===== src/rtl/pb_irq_arbiter.sv =====
// Round-robin interrupt arbiter and cause/pending/overrun register block for the PicoBlaze I/O bus.
// Optional ack timeout is enabled by defining IRQ_TIMEOUT_EN.
module pb_irq_arbiter #(
    parameter int          NUM_SRC        = 4,
    parameter logic [7:0]  CAUSE_PORT     = 8'h25,
    parameter logic [7:0]  PEND_PORT      = 8'h26,
    parameter logic [7:0]  OVR_PORT       = 8'h27,
    parameter logic [7:0]  MASK_PORT      = 8'h35,
    parameter int          TIMEOUT_CYCLES = 1024
) (
    input  logic               sysclk,
    input  logic               sysreset,
    input  logic [NUM_SRC-1:0] src_req,
    input  logic [7:0]         port_id,
    input  logic [7:0]         out_port,
    input  logic               writestrobe,
    input  logic               readstrobe,
    input  logic               interrupt_ack,
    output logic               interrupt,
    output logic [7:0]         rd_data,
    output logic               irq_busy
);

    typedef enum logic [1:0] {
        S_IDLE,
        S_ASSERT,
        S_HOLDOFF
    } state_t;

    state_t state, state_next;

    logic [NUM_SRC-1:0] pending, mask, overrun;
    logic [NUM_SRC-1:0] eligible, pick_vec, clr_vec, gid_vec, retry_vec;
    logic [NUM_SRC-1:0] ovr_new, ovr_kept;
    logic [2:0]         grant_id, rr_ptr, rr_pick;
    logic [3:0]         rr_idx;
    logic [7:0]         elig8;
    logic               rr_found;
    logic               cause_valid, timeout_flag, hold_cnt;
    logic               grant_fire, timeout_fire;
    logic               cause_rd, mask_wr, ovr_wr;
    logic               unused_bits;

    assign eligible   = pending & mask;
    assign grant_fire = (state == S_IDLE) && (|eligible);
    assign cause_rd   = readstrobe  && (port_id == CAUSE_PORT);
    assign mask_wr    = writestrobe && (port_id == MASK_PORT);
    assign ovr_wr     = writestrobe && (port_id == OVR_PORT);
    assign unused_bits = ^out_port;

    // Rotating search: first eligible source after the last one granted.
    always_comb begin
        elig8    = 8'(eligible);
        rr_found = 1'b0;
        rr_pick  = rr_ptr;
        rr_idx   = '0;
        for (int i = 1; i <= NUM_SRC; i++) begin
            rr_idx = {1'b0, rr_ptr} + 4'(i);
            if (rr_idx >= 4'(NUM_SRC)) rr_idx = rr_idx - 4'(NUM_SRC);
            if (!rr_found && elig8[rr_idx[2:0]]) begin
                rr_found = 1'b1;
                rr_pick  = rr_idx[2:0];
            end
        end
    end

    assign pick_vec  = NUM_SRC'(8'd1 << rr_pick);
    assign gid_vec   = NUM_SRC'(8'd1 << grant_id);
    assign clr_vec   = grant_fire   ? pick_vec : '0;
    assign retry_vec = timeout_fire ? gid_vec  : '0;

    // A request landing on a bit the grant is clearing re-sets it and is not an overrun.
    assign ovr_new  = src_req & pending & ~clr_vec;
    assign ovr_kept = ovr_wr ? (overrun & ~out_port[NUM_SRC-1:0]) : overrun;

`ifdef IRQ_TIMEOUT_EN
    localparam int CW = $clog2(TIMEOUT_CYCLES) + 1;
    logic [CW-1:0] to_cnt;

    always_ff @(posedge sysclk or posedge sysreset) begin
        if (sysreset)                to_cnt <= '0;
        else if (grant_fire)         to_cnt <= '0;
        else if (state == S_ASSERT)  to_cnt <= to_cnt + CW'(1);
    end

    assign timeout_fire = (state == S_ASSERT) && !interrupt_ack &&
                          (to_cnt == CW'(TIMEOUT_CYCLES - 1));
`else
    logic unused_cfg;
    assign timeout_fire = 1'b0;
    assign unused_cfg   = (TIMEOUT_CYCLES == 0);
`endif

    // NOTE: state and registers use non-blocking assignments only; comb blocks default every output first so no latches form.
    always_ff @(posedge sysclk or posedge sysreset) begin
        if (sysreset) state <= S_IDLE;
        else          state <= state_next;
    end

    always_comb begin
        state_next = state;
        unique case (state)
            S_IDLE:    if (grant_fire) state_next = S_ASSERT;
            S_ASSERT:  if (interrupt_ack || timeout_fire) state_next = S_HOLDOFF;
            S_HOLDOFF: if (hold_cnt) state_next = S_IDLE;
            default:   state_next = S_IDLE;
        endcase
    end

    always_comb begin
        interrupt = (state == S_ASSERT);
        irq_busy  = (state != S_IDLE);
    end

    always_ff @(posedge sysclk or posedge sysreset) begin
        if (sysreset) begin
            pending      <= '0;
            overrun      <= '0;
            mask         <= '1;
            grant_id     <= '0;
            rr_ptr       <= 3'(NUM_SRC - 1);
            cause_valid  <= 1'b0;
            timeout_flag <= 1'b0;
            hold_cnt     <= 1'b0;
        end else begin
            pending  <= (pending & ~clr_vec) | src_req | retry_vec;
            overrun  <= ovr_kept | ovr_new;
            hold_cnt <= (state == S_HOLDOFF) && !hold_cnt;
            if (mask_wr) mask <= out_port[NUM_SRC-1:0];
            if (grant_fire) begin
                grant_id <= rr_pick;
                rr_ptr   <= rr_pick;
            end
            if (grant_fire)    cause_valid <= 1'b1;
            else if (cause_rd) cause_valid <= 1'b0;
            if (timeout_fire)  timeout_flag <= 1'b1;
            else if (cause_rd) timeout_flag <= 1'b0;
        end
    end

    always_ff @(posedge sysclk or posedge sysreset) begin
        if (sysreset) begin
            rd_data <= 8'h00;
        end else begin
            case (port_id)
                CAUSE_PORT: rd_data <= {cause_valid, timeout_flag, 3'b000, grant_id};
                PEND_PORT:  rd_data <= 8'(pending);
                OVR_PORT:   rd_data <= 8'(overrun);
                default:    rd_data <= 8'h00;
            endcase
        end
    end

endmodule


===== config.mk =====
export PLATFORM = sky130hd
export DESIGN_NAME = pb_irq_arbiter
export DESIGN_NICKNAME = d
export VERILOG_FILES = /design/src/rtl/pb_irq_arbiter.sv
export SDC_FILE = /design/constraint.sdc
export NUM_CORES = 1
export LEC_CHECK = 0
export BUFFER_PORTS_ARGS = -buffer_cell sky130_fd_sc_hd__buf_2
export CAP_MARGIN = 25
export CORE_MARGIN = 4
export CORE_UTILIZATION = 30
export CTS_CLUSTER_DIAMETER = 40
export DETAILED_ROUTE_END_ITERATION = 7
export GPL_TIMING_DRIVEN = 0
export SLEW_MARGIN = 15
export SYNTH_ARGS = -nofsm -noshare
export SYNTH_HDL_FRONTEND = slang
export SYNTH_SLANG_ARGS = --single-unit

===== constraint.sdc =====
create_clock -name sysclk -period 8.75 [get_ports sysclk]
set_clock_uncertainty 0.1 [all_clocks]
set_input_delay 0 -clock sysclk [delete_from_list [all_inputs] [get_ports sysclk]]
set_output_delay 0 -clock sysclk [all_outputs]
set_load 0.01 [all_outputs]

==> metrics.yaml, run 1 <==
timing:
  min_period_over_period_pct: 39.5
  fmaxAchievable_ghz: 0.290
  timing_hold_violations_final: 0
  rsz0062_at_grt: "no"
  fin_ws_ns: 5.30
  slew-limit-headroom_pct: 58.0
  whs_ns: 0.00318
  finalMaxSlewViolations: 0
  max_slew.worst_pin.slew_ns: 0.622
  totalNegativeSetupSlack_ns: 0
  setup-violations-final: 0
  post_layout_minimum_cycle_time_ns: 3.45
floorplan:
  rows: 26
  floorplan.die.height_um: 80.4
  ios: 35
  die_area_mm2: 0.00646
  die_w_um: 80.4
  core_area_mm2: 0.00511
  initial_core_util_pct: 30.8
critical_path:
  cell_with_the_largest_stage_delay_on_the_worst_path: "dfstp_2"
  reg2reg_slack_ns: 5.30
  rr_endpoint: "pending[1]$_DFF_PP0_"
  worstPathArrival_ns: 3.50
  critical_path_buf_inv_count: 3
  criticalPathCategory: "register to register"
  worst-endpoint-required_ns: 8.79
  cell_class_contributing_the_biggest_share_of_worst_path_delay: "simple AND/OR/NAND/NOR gates"
  path_max_fanout: 10
  cp_cell_sequence: "buf_2 > buf_2 > clkinv_1 > ha_1 > nand4bb_1 > and4_1 > nor2_1 > a21oi_1 > o21ai_0 > a31oi_1"
  cp_slowest_stage_delay_ns: 0.54
  rr_startpoint: "rr_ptr[0]$_DFFE_PP1P_"
  critPathMostFrequentCell: "buf_2"
  rr_worst_depth: 10
  worstSetupStartpointType: "register"
  critical_path_capture_point_type: "register"
place:
  preCtsSetupSlack_ns: 5.36
  hpwlAfterDp_um: 2960
  port-buffer-count: 27
  gp_congestion: 0.822
run_status:
  outcome: "finished clean"
hold_path:
  min-delay-start: "port_id[4]"
  worst_hold_path_type: "input port to register"
  worst_hold_path.endpoint: "rd_data[7]$_DFF_PP0_"
  whs_path_depth: 3
global_routing:
  grt_antenna_before_repair: 0
  grt_first_pass_wirelength_um: 6620
  gr-usage-all-layers_pct: 13.0
  grt-ovfl-total: 0
  grt_pass1_vias: 1301
  grt_start_max_net_pins: 27
cts:
  cts.sinks: 26
  tritoncts: "yes"
  clockBufferDepth: 2
  clock_tree.root_cell: "clkbuf_8"
  clock_latency_ns: 0.27
  total_clock_buffers_created_by_cts: 3
  cts_post_setup_buffers_inserted: 0
  cts-htree-levels: 1
  post_cts.resized_instances: 0
  cts.reportedPaths.clkPinSlew_ns: 0.09
detailed_routing:
  vias: 1412
  iteration_0_drc_count_of_the_detailed_router: 79
  drt-pass1-iter-count: 4
  final_antenna_net_count: 0
  finalWirelength_um: 4030
  detail_route.wl_per_cell_um: 14.4
  routed_via_density: 5.04
  detail_route.drc_violations: 0
yosys:
  netlist.area_leader.share_pct: 31.8
  synthesis.instances: 165
  top_area_cells_in_the_synthesized_netlist: "dfrtp_1 (32%), dfstp_2 (10%), nor2_1 (3.8%)"
  synth_area_per_cell_um2: 9.52
  synthArstFlopShare_pct: 100
  number_of_flops_mapped_to_enable_cells_by_yosys: 0
  netlist.top_cell.by_area: "dfrtp_1"
  synth_sequential_area_ratio_pct: 41.9
  synthDistinctLibCells: 49
  synth_area_mm2: 0.00157
  synth_warnings: 0
  synth.ff_latch_count: 26
  synth_ff_type: "dfrtp_1"
final_layout:
  finish.utilization_pct: 39.4
  flow.area_growth_from_synthesis_pct: 27.9
  filler_cell_count: 516
  antenna_cells_inserted: 0
  layout-drive-gt1-share_pct: 28.6
  finish.net_count: 238
power_and_ir_drop:
  worst_ir_drop_vdd_uv: 119
  cellPowerDensity_mw_per_mm2: 201
  total_leakage_power_nw: 0.885
flow_run:
  max_cap_viol_count: 0
==> report_power, final <==
group          switching [mW]  total, mW  internal (mW)
registers              0.0141      0.154          0.140
clock network          0.0390      0.100         0.0612
logic                  0.0848      0.150         0.0650
total                   0.138      0.404          0.266
==> worst register-to-register path: cells and delay by family (launching register included) <==
kind            cells  cell delay, ns
compound gates      3            0.65
fa+ha+maj           1            0.46
buf+inv             3            0.67
flops               1            0.54
simple gates        3            0.90
==> placed cells by master, fill, tap and decap left out, drive strengths merged, types with 2 or more instances in the layout <==
| cell | instances |
|---|---|
| a211o | 3 |
| ha | 2 |
| and2 | 6 |
| a21boi | 3 |
| nor2b | 2 |
| a21o | 3 |
| nor3 | 3 |
| a22oi | 2 |
| nand4 | 2 |
| dlygate4sd3 | 11 |
| inv | 6 |
| a31oi | 7 |
| a2bb2oi | 2 |
| nand2 | 15 |
| nor2 | 16 |
| nand3b | 2 |
| dfrtp | 20 |
| nand3 | 5 |
| mux2 | 5 |
| nand4b | 3 |
| a222oi | 3 |
| o21ai | 4 |
| a211oi | 2 |
| nor3b | 4 |
| or2 | 2 |
| a21oi | 11 |
| clkbuf | 4 |
| buf | 35 |
| dfstp | 6 |
| nand2b | 4 |
| conb | 3 |
==> routing by layer <==
metal / up-vias / track usage, % / part of all wire [%]
li1: 696 / - / -
met1: 684 / 17.7 / 46
met2: 25 / 21.4 / 50
met3: 7 / 1.46 / 3.0
met4: 0 / 3.72 / 1.6
met5: - / 0 / 0
==> what timing repair did <==
item                                    CTS  global route
endpoints found under the setup margin    0             0
hold endpoints to repair                 35             0
hold buffers                             11             0
==> worst max-delay path by stage <==
stage | startpoint | to | slack, ns | depth (start not counted)
after CTS | rr_ptr[0]$_DFFE_PP1P_ | overrun[1]$_DFF_PP0_ | 5.34 | 10
after floorplan | rr_ptr[0]$_DFFE_PP1P_ | pending[3]$_DFF_PP0_ | 5.87 | 10
after global placement | rr_ptr[0]$_DFFE_PP1P_ | overrun[1]$_DFF_PP0_ | 5.39 | 10
final | rr_ptr[0]$_DFFE_PP1P_ | pending[1]$_DFF_PP0_ | 5.30 | 10
after detailed placement | rr_ptr[0]$_DFFE_PP1P_ | overrun[1]$_DFF_PP0_ | 5.36 | 10
after global routing | rr_ptr[0]$_DFFE_PP1P_ | pending[3]$_DFF_PP0_ | 5.14 | 10
==> final cells by class <==
type	count	area [µm²]	share of cell area, %
Sequential cell	26	658	32.7
Multi-Input combinational cell	126	836	41.6
Clock inverter	1	30.0	1.49
Buffer	8	58.8	2.92
Timing Repair Buffer	39	273	13.6
Clock buffer	3	41.3	2.05
Tap cell	70	87.6	4.36
Inverter	7	26.3	1.31
==> metrics by stage <==
step	power, mW	cell area (µm²)	cells
after floorplan	0.257	1580	167
after global placement	0.299	1800	264
after detailed placement	0.301	1800	264
after CTS	0.405	1980	279
after global routing	0.430	2010	280
final	0.404	2010	280
==> cells in the mapped netlist (4+ instances only) <==
library cell and n:
and2_1 4, nor2_1 16, mux2_2 5, a21oi_1 10, a31oi_1 7, nand2_1 15, o21ai_0 4, dfrtp_1 20
nand3_1 5, dfstp_2 6, nand2b_1 4, inv_1 6, nor3b_1 4
==> kinds of logic after synthesis <==
kind of cell	share of synthesized area, %
XOR/XNOR	0.557
multiplexers	5.02
other	0.239
buffers and inverters	5.41
AND/OR/NAND/NOR	23.3
AO/OA/AOI/OAI	22.0
adder cells (fa/ha/maj)	1.59
flip-flops	41.9
==> sequential cells by signal, summed over array words and instances (netlist names) <==
signal	flops
rd_data	5
mask	4
overrun	4
pending	4
grant_id	3
rr_ptr	2
state	2
cause_valid	1
hold_cnt	1
No activity file was read; power rests on OpenSTA's default activity.
==> inputs of run 2 (changes only) <==
Clock period 8.75 ns to 3.45 ns, I/O delays scaled along.
==> metrics.yaml, run 2 (synthesized netlist as in run 1, its figures left out) <==
floorplan:
  floorplan.die.height_um: 80.4  # unchanged
  die_w_um: 80.4  # unchanged
  core_area_mm2: 0.00511  # unchanged
  rows: 26  # unchanged
  die_area_mm2: 0.00646  # unchanged
  initial_core_util_pct: 30.8  # unchanged
  ios: 35  # unchanged
global_routing:
  grt_antenna_before_repair: 0  # unchanged
  gr-usage-all-layers_pct: 13.0  # unchanged
  grt-ovfl-total: 0  # unchanged
  grt_start_max_net_pins: 27  # unchanged
  grt_pass1_vias: 1301  # unchanged
  grt_first_pass_wirelength_um: 6620  # unchanged
cts:
  cts-htree-levels: 1  # unchanged
  clock_latency_ns: 0.27  # about the same
  clockBufferDepth: 2  # unchanged
  cts_post_setup_buffers_inserted: 0  # unchanged
  clock_tree.root_cell: "clkbuf_8"
  cts.sinks: 26  # unchanged
  total_clock_buffers_created_by_cts: 3  # unchanged
  tritoncts: "yes"
  cts.reportedPaths.clkPinSlew_ns: 0.09  # about the same
hold_path:
  worst_hold_path_type: "input port to register"
  whs_path_depth: 3  # unchanged
timing:
  fmaxAchievable_ghz: 0.304  # +5.0%
  finalMaxSlewViolations: 0  # unchanged
  setup-violations-final: 0  # unchanged
  totalNegativeSetupSlack_ns: 0  # unchanged
  fin_ws_ns: 0.162  # -5.14 ns
  max_slew.worst_pin.slew_ns: 0.627  # +0.00561 ns
  slew-limit-headroom_pct: 57.6  # -0.38 points
  post_layout_minimum_cycle_time_ns: 3.29  # -0.165 ns
  rsz0062_at_grt: "no"
  timing_hold_violations_final: 0  # unchanged
  min_period_over_period_pct: 95.3  # +56 points
critical_path:
  rr_worst_depth: 10  # unchanged
  worstPathArrival_ns: 3.34  # -0.16 ns
  path_max_fanout: 10  # unchanged
  worstSetupStartpointType: "register"
  criticalPathCategory: "register to register"
  critical_path_capture_point_type: "register"
  worst-endpoint-required_ns: 3.50  # -5.29 ns
flow_run:
  max_cap_viol_count: 0  # unchanged
place:
  preCtsSetupSlack_ns: 0.0580  # -5.30 ns
  gp_congestion: 0.822  # unchanged
  hpwlAfterDp_um: 2960  # unchanged
  port-buffer-count: 27  # unchanged
final_layout:
  top_register: "rd_data"
  finish.net_count: 238  # unchanged
  finish.utilization_pct: 39.9  # +0.49 points
  mostFrequentLayoutCell: "buf_2"
  layout-drive-gt1-share_pct: 30.5  # +1.9 points
  final_cell_mix: "buf_2 (29), dfrtp_1 (20), nand2_1 (15), nor2_1 (15), dlygate4sd3_1 (11)"
  flow.area_growth_from_synthesis_pct: 29.5
  max_ffs_per_register: 5  # unchanged
  antenna_cells_inserted: 0  # unchanged
detailed_routing:
  drt-pass1-iter-count: 4  # unchanged
  detail_route.wl_per_cell_um: 14.3  # -0.25%
  detail_route.drc_violations: 0  # unchanged
  routed_via_density: 5.01  # -0.64%
  vias: 1403  # -0.64%
  iteration_0_drc_count_of_the_detailed_router: 78  # -1.3%
  finalWirelength_um: 4020  # -0.25%
  final_antenna_net_count: 0  # unchanged
power_and_ir_drop:
  total_leakage_power_nw: 0.886  # +0.14%
  cellPowerDensity_mw_per_mm2: 512  # +150%
  worst_ir_drop_vdd_uv: 305  # +160%
run_status:
  outcome: "finished clean"
run 2: final timing paths:
check | start | endpoint | slack, ns
worst max-delay path | rr_ptr[0]$_DFFE_PP1P_ | overrun[3]$_DFF_PP0_ | 0.16
worst min-delay path | port_id[4] | rd_data[7]$_DFF_PP0_ | 0.005
worst max register to register | rr_ptr[0]$_DFFE_PP1P_ | overrun[3]$_DFF_PP0_ | 0.16
worst min register to register | hold_cnt$_DFF_PP0_ | hold_cnt$_DFF_PP0_ | 0.32
max in group asynchronous | sysreset | mask[0]$_DFFE_PP1P_ | 2.62
min in group asynchronous | sysreset | pending[2]$_DFF_PP0_ | 0.14
run 2: per-layer routing:
metal	track usage (%)	vias to the layer above	part of all wire, %
met5	0	-	0
met2	21.4	30	50
li1	-	696	-
met3	1.46	7	4.2
met1	17.7	670	45
met4	3.72	0	1.5
run 2: power by group:
part           switching (mW)  internal, mW  total, mW
registers              0.0365         0.355      0.392
logic                   0.218         0.176      0.394
clock network           0.100         0.155      0.255
run 2: worst max-delay path, cell delays in order (launching register included):
cell	delay [ns]
dfstp_2	0.54
buf_2	0.18
buf_2	0.24
clkinv_1	0.24
ha_2	0.47
mux4_2	0.35
and2_4	0.18
buf_6	0.13
o41ai_4	0.43
a21o_2	0.21
a31oi_1	0.09
run 2: per-stage QoR:
step | instances | area, µm² | total power, mW | hold WS, ns
6_report | 280 | 2040 | 1.04 | 0.00510
5_1_grt | 280 | 2040 | 1.11 | 0.0180
2_1_floorplan | 167 | 1580 | 0.652 | -0.0644
3_3_place_gp | 264 | 1800 | 0.759 | 0.109
3_5_place_dp | 264 | 1800 | 0.764 | 0.115
4_1_cts | 279 | 1980 | 1.03 | 0.0126
run 2: layout make-up:
class	instances	area, µm²
clock buffers	3	41.3
clock inverters	1	30.0
inverters	7	26.3
plain buffers	8	58.8
repair buffers	39	273
fillers	515	3070
flip-flops and latches	26	658
well taps	70	87.6
multi-input cells	126	861
run 2: what timing repair did:
action | CTS | global route
resized for setup | 0 | 6
hold buffers | 11 | 0
hold endpoints to repair | 35 | 0
setup endpoints to repair | 0 | 11
